$ cat src/rtl/mem_arb_if.sv
// Arbiter bus bundle: instruction port, data port and shared memory bus.
// slave = the arbiter's view, master = the clients/memory driving it.
interface mem_arb_if #(
    parameter int RW     = 16,
    parameter int I_SIZE = 32
);
    logic              i_ins_req;
    logic [RW-1:0]     i_ins_addr;
    logic [I_SIZE-1:0] o_ins_data;
    logic              o_ins_valid;
    logic              i_ins_flush;

    logic              i_d_req;
    logic              i_d_we;
    logic [RW-1:0]     i_d_addr;
    logic [RW-1:0]     i_d_wdata;
    logic [RW-1:0]     o_d_rdata;
    logic              o_d_ack;

    logic              o_mem_req;
    logic              o_mem_we;
    logic [RW-1:0]     o_mem_addr;
    logic [RW-1:0]     o_mem_wdata;
    logic              o_mem_ins;
    logic              i_mem_ack;
    logic [I_SIZE-1:0] i_mem_rdata;

    modport slave (
        input  i_ins_req, i_ins_addr, i_ins_flush,
        input  i_d_req, i_d_we, i_d_addr, i_d_wdata,
        input  i_mem_ack, i_mem_rdata,
        output o_ins_data, o_ins_valid, o_d_rdata, o_d_ack,
        output o_mem_req, o_mem_we, o_mem_addr, o_mem_wdata, o_mem_ins
    );

    modport master (
        output i_ins_req, i_ins_addr, i_ins_flush,
        output i_d_req, i_d_we, i_d_addr, i_d_wdata,
        output i_mem_ack, i_mem_rdata,
        input  o_ins_data, o_ins_valid, o_d_rdata, o_d_ack,
        input  o_mem_req, o_mem_we, o_mem_addr, o_mem_wdata, o_mem_ins
    );
endinterface

$ cat src/rtl/mem_arb.sv
// Two-port (instruction/data) arbiter onto a single memory bus.
// MEM_ARB_RR_EN defined: round-robin grant; undefined: data port has fixed priority.
module mem_arb #(
    parameter int RW     = 16,
    parameter int I_SIZE = 32
) (
    input  logic      i_clk,
    input  logic      i_rst,
    mem_arb_if.slave  bus
);
    typedef enum logic [1:0] {IDLE, INS_BUS, DAT_BUS, DONE} state_e;

    state_e            state_q, state_d;
    logic              is_ins_q, is_ins_d;
    logic              we_q, we_d;
    logic [RW-1:0]     addr_q, addr_d;
    logic [RW-1:0]     wdata_q, wdata_d;
    logic              flushed_q, flushed_d;
    logic [I_SIZE-1:0] ins_data_q, ins_data_d;
    logic [RW-1:0]     d_rdata_q, d_rdata_d;
    logic              grant_ins;

`ifdef MEM_ARB_RR_EN
    logic              last_ins_q, last_ins_d;

    // On contention, hand the bus to whichever port did not win last time.
    assign grant_ins = bus.i_ins_req && (!bus.i_d_req || !last_ins_q);
`else
    assign grant_ins = bus.i_ins_req && !bus.i_d_req;
`endif

    always_comb begin
        state_d    = state_q;
        is_ins_d   = is_ins_q;
        we_d       = we_q;
        addr_d     = addr_q;
        wdata_d    = wdata_q;
        flushed_d  = flushed_q;
        ins_data_d = ins_data_q;
        d_rdata_d  = d_rdata_q;
`ifdef MEM_ARB_RR_EN
        last_ins_d = last_ins_q;
`endif
        case (state_q)
            IDLE: begin
                flushed_d = 1'b0;
                if (bus.i_ins_req || bus.i_d_req) begin
                    is_ins_d = grant_ins;
`ifdef MEM_ARB_RR_EN
                    last_ins_d = grant_ins;
`endif
                    if (grant_ins) begin
                        addr_d  = bus.i_ins_addr;
                        we_d    = 1'b0;
                        state_d = INS_BUS;
                    end else begin
                        addr_d  = bus.i_d_addr;
                        we_d    = bus.i_d_we;
                        wdata_d = bus.i_d_wdata;
                        state_d = DAT_BUS;
                    end
                end
            end
            INS_BUS: begin
                // A flush seen at any point of the cycle kills the eventual pulse.
                flushed_d = flushed_q || bus.i_ins_flush;
                if (bus.i_mem_ack) begin
                    ins_data_d = bus.i_mem_rdata;
                    state_d    = DONE;
                end
            end
            DAT_BUS: begin
                if (bus.i_mem_ack) begin
                    if (!we_q) d_rdata_d = bus.i_mem_rdata[RW-1:0];
                    state_d = DONE;
                end
            end
            default: state_d = IDLE;
        endcase
    end

    always_ff @(posedge i_clk) begin
        if (i_rst) begin
            state_q    <= IDLE;
            is_ins_q   <= 1'b0;
            we_q       <= 1'b0;
            addr_q     <= '0;
            wdata_q    <= '0;
            flushed_q  <= 1'b0;
            ins_data_q <= '0;
            d_rdata_q  <= '0;
`ifdef MEM_ARB_RR_EN
            last_ins_q <= 1'b1;
`endif
        end else begin
            state_q    <= state_d;
            is_ins_q   <= is_ins_d;
            we_q       <= we_d;
            addr_q     <= addr_d;
            wdata_q    <= wdata_d;
            flushed_q  <= flushed_d;
            ins_data_q <= ins_data_d;
            d_rdata_q  <= d_rdata_d;
`ifdef MEM_ARB_RR_EN
            last_ins_q <= last_ins_d;
`endif
        end
    end

    assign bus.o_mem_req   = (state_q == INS_BUS) || (state_q == DAT_BUS);
    assign bus.o_mem_ins   = (state_q == INS_BUS);
    assign bus.o_mem_we    = (state_q == DAT_BUS) && we_q;
    assign bus.o_mem_addr  = addr_q;
    assign bus.o_mem_wdata = wdata_q;
    assign bus.o_ins_data  = ins_data_q;
    assign bus.o_d_rdata   = d_rdata_q;
    assign bus.o_ins_valid = (state_q == DONE) && is_ins_q && !flushed_q && !bus.i_ins_flush;
    assign bus.o_d_ack     = (state_q == DONE) && !is_ins_q;
endmodule
$ cat src/flat_wrapper.sv
// flat-port wrapper written by rule: the top's interface ports become plain ports
module mem_arb_flat 
#(
    parameter int RW     = 16,
    parameter int I_SIZE = 32
)
  (i_clk, i_rst, bus_i_ins_req, bus_i_ins_addr, bus_i_ins_flush, bus_i_d_req, bus_i_d_we, bus_i_d_addr, bus_i_d_wdata, bus_i_mem_ack, bus_i_mem_rdata, bus_o_ins_data, bus_o_ins_valid, bus_o_d_rdata, bus_o_d_ack, bus_o_mem_req, bus_o_mem_we, bus_o_mem_addr, bus_o_mem_wdata, bus_o_mem_ins);
  mem_arb_if #(.RW(RW), .I_SIZE(I_SIZE)) bus_i ();
  input  logic i_clk;
  input  logic i_rst;
  input wire logic [$bits(bus_i.i_ins_req)-1:0] bus_i_ins_req;
  input wire logic [$bits(bus_i.i_ins_addr)-1:0] bus_i_ins_addr;
  input wire logic [$bits(bus_i.i_ins_flush)-1:0] bus_i_ins_flush;
  input wire logic [$bits(bus_i.i_d_req)-1:0] bus_i_d_req;
  input wire logic [$bits(bus_i.i_d_we)-1:0] bus_i_d_we;
  input wire logic [$bits(bus_i.i_d_addr)-1:0] bus_i_d_addr;
  input wire logic [$bits(bus_i.i_d_wdata)-1:0] bus_i_d_wdata;
  input wire logic [$bits(bus_i.i_mem_ack)-1:0] bus_i_mem_ack;
  input wire logic [$bits(bus_i.i_mem_rdata)-1:0] bus_i_mem_rdata;
  output wire logic [$bits(bus_i.o_ins_data)-1:0] bus_o_ins_data;
  output wire logic [$bits(bus_i.o_ins_valid)-1:0] bus_o_ins_valid;
  output wire logic [$bits(bus_i.o_d_rdata)-1:0] bus_o_d_rdata;
  output wire logic [$bits(bus_i.o_d_ack)-1:0] bus_o_d_ack;
  output wire logic [$bits(bus_i.o_mem_req)-1:0] bus_o_mem_req;
  output wire logic [$bits(bus_i.o_mem_we)-1:0] bus_o_mem_we;
  output wire logic [$bits(bus_i.o_mem_addr)-1:0] bus_o_mem_addr;
  output wire logic [$bits(bus_i.o_mem_wdata)-1:0] bus_o_mem_wdata;
  output wire logic [$bits(bus_i.o_mem_ins)-1:0] bus_o_mem_ins;
  assign bus_i.i_ins_req = bus_i_ins_req;
  assign bus_i.i_ins_addr = bus_i_ins_addr;
  assign bus_i.i_ins_flush = bus_i_ins_flush;
  assign bus_i.i_d_req = bus_i_d_req;
  assign bus_i.i_d_we = bus_i_d_we;
  assign bus_i.i_d_addr = bus_i_d_addr;
  assign bus_i.i_d_wdata = bus_i_d_wdata;
  assign bus_i.i_mem_ack = bus_i_mem_ack;
  assign bus_i.i_mem_rdata = bus_i_mem_rdata;
  assign bus_o_ins_data = bus_i.o_ins_data;
  assign bus_o_ins_valid = bus_i.o_ins_valid;
  assign bus_o_d_rdata = bus_i.o_d_rdata;
  assign bus_o_d_ack = bus_i.o_d_ack;
  assign bus_o_mem_req = bus_i.o_mem_req;
  assign bus_o_mem_we = bus_i.o_mem_we;
  assign bus_o_mem_addr = bus_i.o_mem_addr;
  assign bus_o_mem_wdata = bus_i.o_mem_wdata;
  assign bus_o_mem_ins = bus_i.o_mem_ins;
  mem_arb #(.RW(RW), .I_SIZE(I_SIZE)) u_core (.i_clk(i_clk), .i_rst(i_rst), .bus(bus_i));
endmodule
$ cat config.mk
export PLATFORM = sky130hd
export DESIGN_NAME = mem_arb_flat
export DESIGN_NICKNAME = d
export VERILOG_FILES = /design/src/rtl/mem_arb_if.sv /design/src/rtl/mem_arb.sv /design/src/flat_wrapper.sv
export SDC_FILE = /design/constraint.sdc
export NUM_CORES = 1
export LEC_CHECK = 0
export CORE_UTILIZATION = 29
export CTS_BUF_LIST = sky130_fd_sc_hd__clkbuf_8
export DETAILED_ROUTE_END_ITERATION = 10
export GPL_ROUTABILITY_DRIVEN = 0
export PLACE_DENSITY = 0.68
export SETUP_SLACK_MARGIN = 0.4
export SLEW_MARGIN = 20
export SYNTH_ARGS = -nofsm -noshare
export SYNTH_HDL_FRONTEND = slang
export SYNTH_SLANG_ARGS = --single-unit
$ cat constraint.sdc
create_clock -name i_clk -period 2.1 [get_ports i_clk]
set_input_delay 0.315 -clock i_clk [delete_from_list [all_inputs] [get_ports i_clk]]
set_output_delay 0.315 -clock i_clk [all_outputs]
set_load 0.05 [all_outputs]
After elaboration in Yosys (flattened, before gate mapping)
Index checks and enable logic that the tools add are counted.
{"block": "totals", "ram_bits": 0, "mem_bits_ro": 0, "memories": 0, "in_bits": 87, "reg_bits": 85, "latch_bits": 0}
{"block": "classes", "shifts": 0, "bitwise": 2, "n_lt_le_gt_ge": 0, "add_sub_neg": 0, "reduce_logical": 21, "eq_ne": 5, "mux": 7, "multipliers": 0, "div": 0}
{"op": "16-bit 2-to-1 mux", "n": 1}
{"op": "1-bit logical AND", "n": 6}
{"op": "2-bit 2-to-1 mux", "n": 3}
{"op": "2-bit AND reduction", "n": 3}
{"op": "3-bit AND reduction", "n": 2}
{"op": "2-bit equality test, second input constant", "n": 2}
{"op": "1-bit logical NOT", "n": 4}
{"op": "2-bit by 1-bit inequality test with 1-bit output, second input constant", "n": 2}
{"op": "2-bit one-hot mux with 2 select lines", "n": 1}
{"op": "1-bit logical OR", "n": 3}
{"op": "2-bit by 1-bit equality test with 1-bit output, second input constant", "n": 1}
{"op": "2-bit logical NOT", "n": 1}
{"op": "1-bit inverter", "n": 2}
{"op": "1-bit one-hot mux with 2 select lines", "n": 1}
{"op": "2-bit nonzero test", "n": 1}
{"op": "2-bit OR reduction", "n": 1}
{"op": "1-bit 2-to-1 mux", "n": 1}

Logic depth before layout (Yosys ltp)
{"block": "depth", "ltp_word": 5, "depth_mapped": 7}

Worst setup path before layout
Ideal clock, no wire load.
{"block": "synth_path", "path_type": "reg2out", "from": "register u_core.state_q[0]", "to": "output bus_o_ins_valid", "required_time_ns": 1.785, "path_stages_with_launch": 3, "path_slack_ns": -0.308, "arrival_time_ns": 2.093, "path_cell_list": "dfxtp_1 -> ha_1 -> nor4bb_1"}
{"block": "synth_between", "elab_chain_len": 4}
{"element": "from (decl)", "line": "mem_arb.sv:13", "rtl": "state_e state_q, state_d;"}
{"element": "from (signal assigned)", "line": "mem_arb.sv:96", "rtl": "state_q <= state_d;"}
{"element": "2-bit equality test", "line": "mem_arb.sv:117", "rtl": "assign bus.o_ins_valid = (state_q == DONE) && is_ins_q && !flushed_q && !bus.i_ins_flush;"}
{"element": "1-bit logical AND (3 in a row)", "line": "mem_arb.sv:117"}
{"element": "to (decl)", "line": "flat_wrapper.sv:21", "rtl": "output wire logic [$bits(bus_i.o_ins_valid)-1:0] bus_o_ins_valid;"}
No other way between the ends.

Worst setup path in the final report
{"block": "layout_path", "from": "register u_core.state_q[0]", "to": "output bus_o_mem_we"}
{"block": "layout_between", "elab_chain_len": 2}
{"element": "2-bit equality test", "line": "mem_arb.sv:112", "rtl": "assign bus.o_mem_we = (state_q == DAT_BUS) && we_q;"}
{"element": "1-bit logical AND", "line": "mem_arb.sv:112"}
{"element": "to (decl)", "line": "flat_wrapper.sv:25", "rtl": "output wire logic [$bits(bus_i.o_mem_we)-1:0] bus_o_mem_we;"}
No other way between the ends.

==> metrics.md <==
| Metric | Value |
|---|---|
| FF+latch count, synth | `85` |
| Global-route wire length before repair | `14900 microns` |
| Sink Count | `85` |
| Final Util | `0.483` |
| Final hold viol count | `0` |
| Hold-fix buffers, CTS | `0` |
| Critical Path End Type | `primary output` |
| Maximum clock rate | `595 MHz` |
| Post-synthesis xor/xnor area fraction | `0` |
| Synth area leaders | `dfxtp_1 52%, nand2_1 15%, a21oi_1 10%, mux2i_1 4.9%, a211oi_1 3.9%` |
| Post-Syn Area | `3260 sq um` |
| Routed Antenna Nets | `0` |
| Proportion of synthesized area in mux cells | `0.0492` |
| RR Endpoint | `u_core.state_q[1]` |
| Final Max Slew Viols | `0` |
| Fin cells | `701` |
| Yosys top cell area share | `0.522` |
| H-tree depth | `3` |
| Drt pass-1 iters | `4` |
| Share of layout cells above drive strength 1 | `0.0660` |
| Commonest non-fill, non-tap cells in the layout | `131 x nand2_1, 85 x clkdlybuf4s50_1, 83 x dfxtp_1` |
| DRC | `0` |
| Synth warn | `0` |
| Initial Util | `0.299` |
| Fin crit share | `0.800` |
| # diodes | `0` |
| Worst Path Max Fanout | `5` |
| Worst hold path class | `flop to flop` |
| Most common cell after layout, fill and taps aside | `nand2_1` |
| Largest family of logic cells by synthesized area | `simple AND/OR/NAND/NOR gates` |
| Setup CP Type | `flop to primary output` |
| Die X-Extent | `108 microns` |
| CTS tree | `done` |
| Fin Clk Skew | `0.00699 ns` |
| Syn Inst Count | `393` |
| Reg2reg path depth | `5` |
| Post-DP HPWL | `6840 microns` |
| Hold-critical path depth | `2` |
| Worst-Margin Slew | `0.700 ns` |
| Count of input and output buffers | `171` |
| Netlist cell types | `27` |
| Synth Area in Simple Gates | `0.199` |
| Vias in the first global route | `3111` |
| Post-layout nets | `649` |
| Initial antenna violation count | `0` |
| Largest net degree at the start of global routing | `38` |
| P_leak | `2.32 nW` |
| CP startpoint kind | `flop` |
| Clock latency on the worst-skew pair | `0.34 ns` |
| Flop-to-flop setup slack | `0.44 ns` |
| Grt ovf | `0` |
| Vias per cell | `4.56` |
| GRT Total Usage | `0.163` |
| Worst hold path startpoint | `u_core.bus.o_ins_data[4]` |
| CTS Buf Count | `9` |
| Max-cap violations | `0` |
| Compound-gate portion of the synthesized area | `0.158` |
| Mean Syn Cell Area | `8.29 sq um` |
| CTS Buffer Depth | `2` |
| Power density over cell area | `1100 nW/um^2` |
| Starting DRT DRC Count | `137` |
| Sequential fraction of the synthesis area | `0.522` |
| Adder-cell area share of the yosys netlist | `0.0230` |
| Headroom to the max-slew limit | `0.533` |
| Die area | `11700 sq um` |
| Biggest area consumer among synthesized cells | `dfxtp_1` |
| Setup crit start | `u_core.state_q[0]` |
| Rows | `38` |
| DRT Wirelength | `9460 microns` |
| Inst Count DP | `685` |
| Setup TNS | `0 ns` |
| Post-route minimum period | `1.68 ns` |
| Tot Pwr | `0.00576 W` |
| RSZ-0062 raised after global routing | `true` |
| Maximum VDD drop | `0.483 mV` |
| Final setup viols | `0` |
| Vias | `3197` |
| Critical path required time | `1.78 ns` |
| Clock slew at reported path FFs | `0.08 ns` |
| Area grow syn2layout | `61.3%` |
| I/O pins | `172` |
| Core area | `10900 sq um` |
| Status | `finished, final reports clean` |
| Arrival @ worst endpoint | `1.36 ns` |
| Syn nets | `486` |
| R2R Path Start | `u_core.state_q[0]` |
| WL/cell | `13.5 microns` |
| Root buf cell | `clkbuf_8` |
| Setup crit end | `bus_o_mem_we` |
| Die height | `108 microns` |
==> logic make-up after synthesis <==
family	Yosys count
multiplexers	16
buffers and inverters	32
AO/OA/AOI/OAI	93
AND/OR/NAND/NOR	161
flip-flops	85
adder cells (fa/ha/maj)	6
==> state kept, by name, indices dropped and copies added (netlist names) <==
signal	flops
u_core.bus.o_ins_data	32
u_core.state_q	2
u_core.we_q	1
u_core.bus.o_d_rdata	16
u_core.bus.o_mem_wdata	16
u_core.bus.o_mem_addr	16
u_core.flushed_q	1
u_core.is_ins_q	1
==> through the flow <==
stage | hold slack, ns | cell area, sq um | setup WS, ns
global route | 0.468 | 5260 | 0.346
finish | 0.453 | 5260 | 0.420
CTS | 0.455 | 5250 | 0.284
detailed placement | 0.446 | 5120 | 0.272
floorplan | 0.451 | 3280 | 0.461
global placement | 0.441 | 5120 | 0.357
==> cells in the mapped netlist <==
master	count
mux2i_1	16
o21a_1	1
and2_1	3
buf_1	3
nand2_1	131
o21ai_1	2
o21ai_0	4
nor3b_1	1
or4_1	1
a31oi_1	1
a211oi_1	17
buf_12	1
nor4bb_1	1
dfxtp_1	85
buf_4	1
nor2_1	17
and3b_1	1
buf_6	1
ha_1	6
a32oi_1	1
nor2b_1	4
a21oi_1	67
nand2b_2	1
inv_1	4
buf_2	7
clkbuf_1	15
nand3b_1	1
==> how the worst min path moves through the flow <==
stage / end
after global placement: u_core.bus.o_ins_data[3]
after CTS: u_core.bus.o_ins_data[4]
after global routing: u_core.bus.o_mem_wdata[7]
after floorplan: u_core.bus.o_ins_data[13]
after detailed placement: u_core.bus.o_ins_data[4]
final: u_core.bus.o_ins_data[4]
==> area by class of cell <==
type	instances	area, sq um
clock inverters	4	55.1
clock buffers	12	165
well taps	140	175
multi-input cells	276	1420
fillers	1075	5630
flip-flops and latches	85	1710
inverters	4	15.0
repair buffers	180	1720
==> per-layer routing <==
metal,track usage,vias up,share of wire
met1,0.185,1458,0.43
met5,0,-,0
met4,0.0616,0,0.015
li1,-,1620,-
met3,0.0410,13,0.065
met2,0.293,106,0.49
==> critical path, stage by stage, from the launching register on <==
cell and delay (ns):
dfxtp_4 0.38, inv_1 0.08, ha_1 0.23, and2_1 0.17
buf_6 0.15
==> repair_timing <==
action / CTS / global route
pin swaps: 0 / 1
buffers inserted: 0 / 0
setup endpoints to repair: 86 / 7
cloned: 0 / 0
resized for setup: 85 / 1
==> where the power goes <==
group          switching, W  internal (W)
sequential         0.000154       0.00191
clock              0.000590      0.000652
combinational       0.00169      0.000765
total               0.00244       0.00332
Power figures use the tool's default switching activity.
